[config.mk]
export PLATFORM = sky130hd
export DESIGN_NAME = skew_feeder_flat
export DESIGN_NICKNAME = d
export VERILOG_FILES = /design/src/rtl/skew_feeder_pkg.sv /design/src/rtl/skew_feeder_if.sv /design/src/rtl/skew_feeder_flush.sv /design/src/rtl/skew_feeder.sv /design/src/flat_wrapper.sv
export SDC_FILE = /design/constraint.sdc
export NUM_CORES = 1
export LEC_CHECK = 0
export BUFFER_PORTS_ARGS = -buffer_cell sky130_fd_sc_hd__buf_2
export CORE_UTILIZATION = 35
export DETAILED_ROUTE_END_ITERATION = 10
export PLACE_DENSITY = 0.66
export SYNTH_ARGS = -nofsm -noshare
export SYNTH_HDL_FRONTEND = slang
export SYNTH_HIERARCHICAL = 1
export SYNTH_SLANG_ARGS = --single-unit
[constraint.sdc]
create_clock -name clk -period 1.8 [get_ports clk]
set_input_delay 0.27 -clock clk [delete_from_list [all_inputs] [get_ports clk]]
set_output_delay 0.27 -clock clk [all_outputs]
set_load 0.02 [all_outputs]
[src/rtl/skew_feeder_pkg.sv]
// Shared types and sizing helpers for the skew feeder and the triangle arrays
// it drives.
package skew_feeder_pkg;

    typedef enum logic [1:0] {
        IDLE,
        STREAM,
        FLUSH,
        DONE
    } state_e;

    localparam int LANE_WIDTH = 16;

    // Never returns zero, so a one-deep counter still has a legal width.
    function automatic int cnt_width(input int n);
        return (n > 1) ? $clog2(n) : 1;
    endfunction

    function automatic int lane_lsb(input int lane, input int dw);
        return lane * dw;
    endfunction

endpackage

[src/rtl/skew_feeder_if.sv]
// Operand-buffer handshake plus triangle-array drive and controller status
// for one skew feeder.
interface skew_feeder_if
    import skew_feeder_pkg::*;
#(
    parameter int HIGHT      = 8,
    parameter int DATA_WIDTH = LANE_WIDTH
);
    logic                         in_valid;
    logic                         in_ready;
    logic [HIGHT*DATA_WIDTH-1:0]  in_data;
    logic                         in_last;
    logic                         out_enable;
    logic [HIGHT*DATA_WIDTH-1:0]  out_data;
    logic                         busy;
    logic                         done;
    logic                         overrun;

    modport master (
        output in_valid, in_data, in_last,
        input  in_ready, out_enable, out_data, busy, done, overrun
    );

    modport slave (
        input  in_valid, in_data, in_last,
        output in_ready, out_enable, out_data, busy, done, overrun
    );
endinterface

[src/rtl/skew_feeder_flush.sv]
// Load/decrement down-counter that times the zero-vector drain of the
// skewed wavefront.
module flush_counter #(
    parameter int W = 3
) (
    input  logic         clk,
    input  logic         rst,
    input  logic         load,
    input  logic         dec,
    input  logic [W-1:0] load_val,
    output logic         zero
);
    logic [W-1:0] cnt_d, cnt_q;

    always_comb begin
        cnt_d = cnt_q;
        if (load) begin
            cnt_d = load_val;
        end else if (dec && (cnt_q != '0)) begin
            cnt_d = cnt_q - W'(1);
        end
    end

    always_ff @(posedge clk) begin
        if (rst) begin
            cnt_q <= '0;
        end else begin
            cnt_q <= cnt_d;
        end
    end

    assign zero = (cnt_q == '0);
endmodule

[src/rtl/skew_feeder.sv]
// Streams one tile of row vectors into the triangle skew array, then appends
// HIGHT-1 zero vectors so every lane of the wavefront drains.
//
// state  | meaning
// IDLE   | waiting for the first vector of a tile
// STREAM | tile in progress, forwarding vectors, bubbles freeze the array
// FLUSH  | driving HIGHT-1 zero vectors with enable held high
// DONE   | drain finished, done pulses in the following cycle
module skew_feeder
    import skew_feeder_pkg::*;
#(
    parameter int HIGHT       = 8,
    parameter int DATA_WIDTH  = LANE_WIDTH,
    parameter int MAX_VECTORS = 64
) (
    input  logic               clk,
    input  logic               rst,
    skew_feeder_if.slave       bus
);
    localparam int VW = cnt_width(MAX_VECTORS + 1);
    localparam int FW = cnt_width(HIGHT);
    localparam int DW = HIGHT * DATA_WIDTH;
    localparam logic [VW-1:0] LAST_IDX   = VW'(MAX_VECTORS - 1);
    localparam logic [FW-1:0] FLUSH_LOAD = FW'((HIGHT >= 2) ? HIGHT - 2 : 0);

    state_e        state_d, state_q;
    logic [VW-1:0] vec_cnt_d, vec_cnt_q;
    logic [DW-1:0] out_data_d, out_data_q;
    logic          out_en_d, out_en_q;
    logic          busy_d, busy_q;
    logic          done_d, done_q;
    logic          overrun_d, overrun_q;
    logic          in_ready;
    logic          accept;
    logic          hit_max;
    logic          fc_load, fc_dec, fc_zero;

    assign in_ready = (state_q == IDLE) || (state_q == STREAM);
    assign accept   = bus.in_valid && in_ready;
    assign hit_max  = !bus.in_last && (vec_cnt_q == LAST_IDX);

    always_comb begin
        state_d    = state_q;
        out_en_d   = 1'b0;
        out_data_d = out_data_q;
        overrun_d  = overrun_q;
        fc_load    = 1'b0;
        fc_dec     = 1'b0;
        case (state_q)
            IDLE, STREAM: begin
                if (accept) begin
                    out_en_d   = 1'b1;
                    out_data_d = bus.in_data;
                    if (state_q == IDLE) begin
                        overrun_d = 1'b0;
                    end
                    if (hit_max) begin
                        overrun_d = 1'b1;
                    end
                    if (bus.in_last || hit_max) begin
                        state_d = (HIGHT == 1) ? DONE : FLUSH;
                        fc_load = 1'b1;
                    end else begin
                        state_d = STREAM;
                    end
                end
            end
            FLUSH: begin
                out_en_d   = 1'b1;
                out_data_d = '0;
                if (fc_zero) begin
                    state_d = DONE;
                end else begin
                    fc_dec = 1'b1;
                end
            end
            DONE: begin
                state_d = IDLE;
            end
            default: begin
                state_d = IDLE;
            end
        endcase
    end

    always_comb begin
        vec_cnt_d = vec_cnt_q;
        if (state_d == IDLE) begin
            vec_cnt_d = '0;
        end else if (accept) begin
            vec_cnt_d = vec_cnt_q + VW'(1);
        end
    end

    // busy covers the done cycle, so it is taken from the current state.
    assign busy_d = (state_q != IDLE) || accept;
    assign done_d = (state_q == DONE);

    always_ff @(posedge clk) begin
        if (rst) begin
            state_q    <= IDLE;
            vec_cnt_q  <= '0;
            out_data_q <= '0;
            out_en_q   <= 1'b0;
            busy_q     <= 1'b0;
            done_q     <= 1'b0;
            overrun_q  <= 1'b0;
        end else begin
            state_q    <= state_d;
            vec_cnt_q  <= vec_cnt_d;
            out_data_q <= out_data_d;
            out_en_q   <= out_en_d;
            busy_q     <= busy_d;
            done_q     <= done_d;
            overrun_q  <= overrun_d;
        end
    end

    flush_counter #(.W(FW)) u_flush (
        .clk      (clk),
        .rst      (rst),
        .load     (fc_load),
        .dec      (fc_dec),
        .load_val (FLUSH_LOAD),
        .zero     (fc_zero)
    );

    assign bus.in_ready   = in_ready;
    assign bus.out_enable = out_en_q;
    assign bus.out_data   = out_data_q;
    assign bus.busy       = busy_q;
    assign bus.done       = done_q;
    assign bus.overrun    = overrun_q;
endmodule

[src/flat_wrapper.sv]
// flat-port wrapper written by rule: the top's interface ports become plain ports
module skew_feeder_flat import skew_feeder_pkg::*;
#(
    parameter int HIGHT       = 8,
    parameter int DATA_WIDTH  = LANE_WIDTH,
    parameter int MAX_VECTORS = 64
)
  (clk, rst, bus_in_valid, bus_in_data, bus_in_last, bus_in_ready, bus_out_enable, bus_out_data, bus_busy, bus_done, bus_overrun);
  skew_feeder_if #(.HIGHT(HIGHT), .DATA_WIDTH(DATA_WIDTH)) bus_i ();
  input  logic clk;
  input  logic rst;
  input wire logic [$bits(bus_i.in_valid)-1:0] bus_in_valid;
  input wire logic [$bits(bus_i.in_data)-1:0] bus_in_data;
  input wire logic [$bits(bus_i.in_last)-1:0] bus_in_last;
  output wire logic [$bits(bus_i.in_ready)-1:0] bus_in_ready;
  output wire logic [$bits(bus_i.out_enable)-1:0] bus_out_enable;
  output wire logic [$bits(bus_i.out_data)-1:0] bus_out_data;
  output wire logic [$bits(bus_i.busy)-1:0] bus_busy;
  output wire logic [$bits(bus_i.done)-1:0] bus_done;
  output wire logic [$bits(bus_i.overrun)-1:0] bus_overrun;
  assign bus_i.in_valid = bus_in_valid;
  assign bus_i.in_data = bus_in_data;
  assign bus_i.in_last = bus_in_last;
  assign bus_in_ready = bus_i.in_ready;
  assign bus_out_enable = bus_i.out_enable;
  assign bus_out_data = bus_i.out_data;
  assign bus_busy = bus_i.busy;
  assign bus_done = bus_i.done;
  assign bus_overrun = bus_i.overrun;
  skew_feeder #(.HIGHT(HIGHT), .DATA_WIDTH(DATA_WIDTH), .MAX_VECTORS(MAX_VECTORS)) u_core (.clk(clk), .rst(rst), .bus(bus_i));
endmodule
==> flow_summary.ini <==
[synth]
synthArstFlopShare_pct = 0
ys_types = 29
synth_common_cells = dfxtp_1, a21oi_1, nand2_1
ys_seq_area_share_pct = 53.7
syn_inst = 660
ys_warn_count = 6
synth_edf_count = 0
synth.avg_cell_area_um2 = 8.13
synth_seq_cells = 144
synth_ff_type = dfxtp_1
syn_area_um2 = 5370
synthTopCellsByArea = dfxtp_1, a21oi_1, nand3_1, nand2_1, clkbuf_1
synth_top_area_cell = dfxtp_1
yosysMostFrequentCell = dfxtp_1
synth_top_area_share_pct = 53.7

[pwr]
internal_power_mw = 5.89
vdd_ir_drop_max_mv = 0.584
p_clk_share_pct = 41.6
p_seq_share_pct = 43.6
pwr_density_cell_nw_per_um2 = 1090
combPwrFrac_pct = 14.7
p_leak_nw = 3.38
power_mw = 7.98
swShare_pct = 26.1
p_switching_mw = 2.08

[run_status]
status = completed

[timing]
slew_headroom_pct = 54.6
setup_slack_ps = 151
worst_slew_pin_slew_ps = 682
hold_viol = 0
drv_slew = 0
min_period_ps = 1650
grt_setup_unrepaired = false
tns_ps = 0
fmax_mhz = 606
skew_ps = 5.66
hold_ws_ps = 96.2
setup_viol = 0
fin_crit_sh_pct = 91.6

[clocking]
cts_buffers = 17
clk_latency_ps = 400
cts_max_path_buffers = 2
root_buffer = clkbuf_16
cts_tree = done
cts.clk_slew.worst_paths_ps = 60
cts.sinks = 144
htree_levels = 4

[cells_and_area]
antenna-diode-count = 0
final_util_pct = 49.8
drive_gt1_share_pct = 34.0
area_growth_pct = 36.9
nFillCells = 1496
fin_area_um2 = 7350
final_nets = 1028
finalNonFillerCells = 1087

[global_routing]
gr-total-overflow = 0
antenna_found_initial = 0
first_global_vias = 4837
grt_start_max_net_pins = 132
grt.total_usage_pct = 18.3
grt_pass1_wl_um = 23700

[placement]
place_area_um2 = 6790
place_ws_ps = 155
placement.io_buffers = 264
dp.cells = 1058
place.gp.congestion = 0.761
dp_hpwl_um = 9440

[critical_path]
endpoint_kind = register
crit_chain = buf_4 -> nand2b_4 -> buf_12 -> nand3_1 -> a21oi_1
critPathLaunchType = register
cp_data_required_time_ps = 2120
critPathMaxFanout = 130
max_stage_delay_ps = 410
critical_path.slowest_cell = dfxtp_1
crit_arrival_ps = 1970
path_class = register to register

[floorplan]
core_area_um2 = 14800
die_w_um = 126
die-area_um2 = 15800
placement_rows = 44
initial_core_util_pct = 36.4
die_y_um = 126
boundaryPins = 265

[drt]
route.antenna.remaining_nets = 0
drc = 0
dr.first_iter.drc_count = 292
vias = 5302
avgRoutedWirePerCell_um = 13.6
firstDrtPassIters = 4
route.final.wire_length_um = 14800
viasPerCell = 4.88

[worst_hold_path]
hold_class = primary input to register

[flow_run]
maxCapViolations = 0
-- layout make-up --
type	instances	area (um^2)	share of cell area (%)
sequential	144	2880	39.2
multi-input combinational	449	2190	29.8
timing repair buffer	275	1470	20.0
clock buffer	22	464	6.32
tap	184	230	3.13
clock inverter	7	87.6	1.19
inverter	6	22.5	0.307
-- state kept, by name, indices dropped and copies added (netlist names) --
register               cells
u_core/bus.busy            1
u_core/bus.done            1
u_core/bus.out_data      128
u_core/bus.out_enable      1
u_core/bus.overrun         1
u_core/state_q             2
u_core/u_flush/cnt_q       3
u_core/vec_cnt_q           7
-- per-layer routing --
metal,vias up,share of wire (%),GRT usage [%]
met5,-,0,0
met4,0,0.99,5.24
met3,10,7.2,6.29
met2,176,48,30.6
met1,2411,44,22.4
li1,2705,-,-
-- layout by cell type, fill, tap and decap left out, drive strengths merged --
master,netlist,final
a21oi,136,136
a31oi,3,3
buf,30,275
bufinv,0,2
clkbuf,32,22
clkinv,0,4
clkinvlp,0,1
conb,2,3
dfxtp,144,144
ha,3,3
inv,6,6
nand2,136,136
nand2b,3,3
nand3,129,129
nand3b,4,4
nand4,1,1
nor2,5,5
nor2b,1,1
nor3,3,3
o21a,3,3
o21ai,4,4
o2bb2ai,1,1
o31ai,1,1
o41ai,1,1
or3,6,6
or3b,1,1
or4,2,2
xnor2,3,3
-- worst paths after layout --
check	from	endpoint	slack, ps	depth (start not counted)
setup / recovery	u_core/state_q[1]$_SDFF_PP0_	u_core/bus.out_data[39]$_SDFFE_PP0P_	150	5
hold reg to reg	u_core/bus.out_data[97]$_SDFFE_PP0P_	u_core/bus.out_data[97]$_SDFFE_PP0P_	460	2
setup reg to reg	u_core/state_q[1]$_SDFF_PP0_	u_core/bus.out_data[39]$_SDFFE_PP0P_	150	5
hold / removal	bus_in_data[17]	u_core/bus.out_data[17]$_SDFFE_PP0P_	100	3
-- worst max-delay path, delay by kind of cell, from the launching register on --
family / cells / cell delay [ps]
AND/OR/NAND/NOR: 2 / 230
AO/OA/AOI/OAI: 1 / 210
flip-flops: 1 / 410
buffers and inverters: 2 / 600
-- power groups by stage --
stage          Combinational [mW]  Sequential (mW)  Clock (mW)
2_1_floorplan               0.505             3.77           0
3_3_place_gp                 1.18             3.54           0
3_5_place_dp                 1.19             3.55           0
4_1_cts                      1.19             3.48        3.41
5_1_grt                      1.29             3.51        3.55
6_report                     1.18             3.48        3.32
-- logic make-up (layout without fill, tap and decap cells) --
group | after synthesis | after routing | share of synthesized area, %
flops | 144 | 144 | 53.7
simple gates | 291 | 291 | 24.7
compound gates | 149 | 149 | 14.3
other cells | 2 | 3 | 0.140
buf+inv | 68 | 310 | 5.90
xor+xnor | 3 | 3 | 0.490
fa+ha+maj | 3 | 3 | 0.700
-- timing repair --
item / CTS / global route
hold buffers: 0 / 0
gates resized for setup: 0 / 1
setup endpoints to repair: 0 / 1
setup buffers: 0 / 0
(Power assumes the default switching activity.)
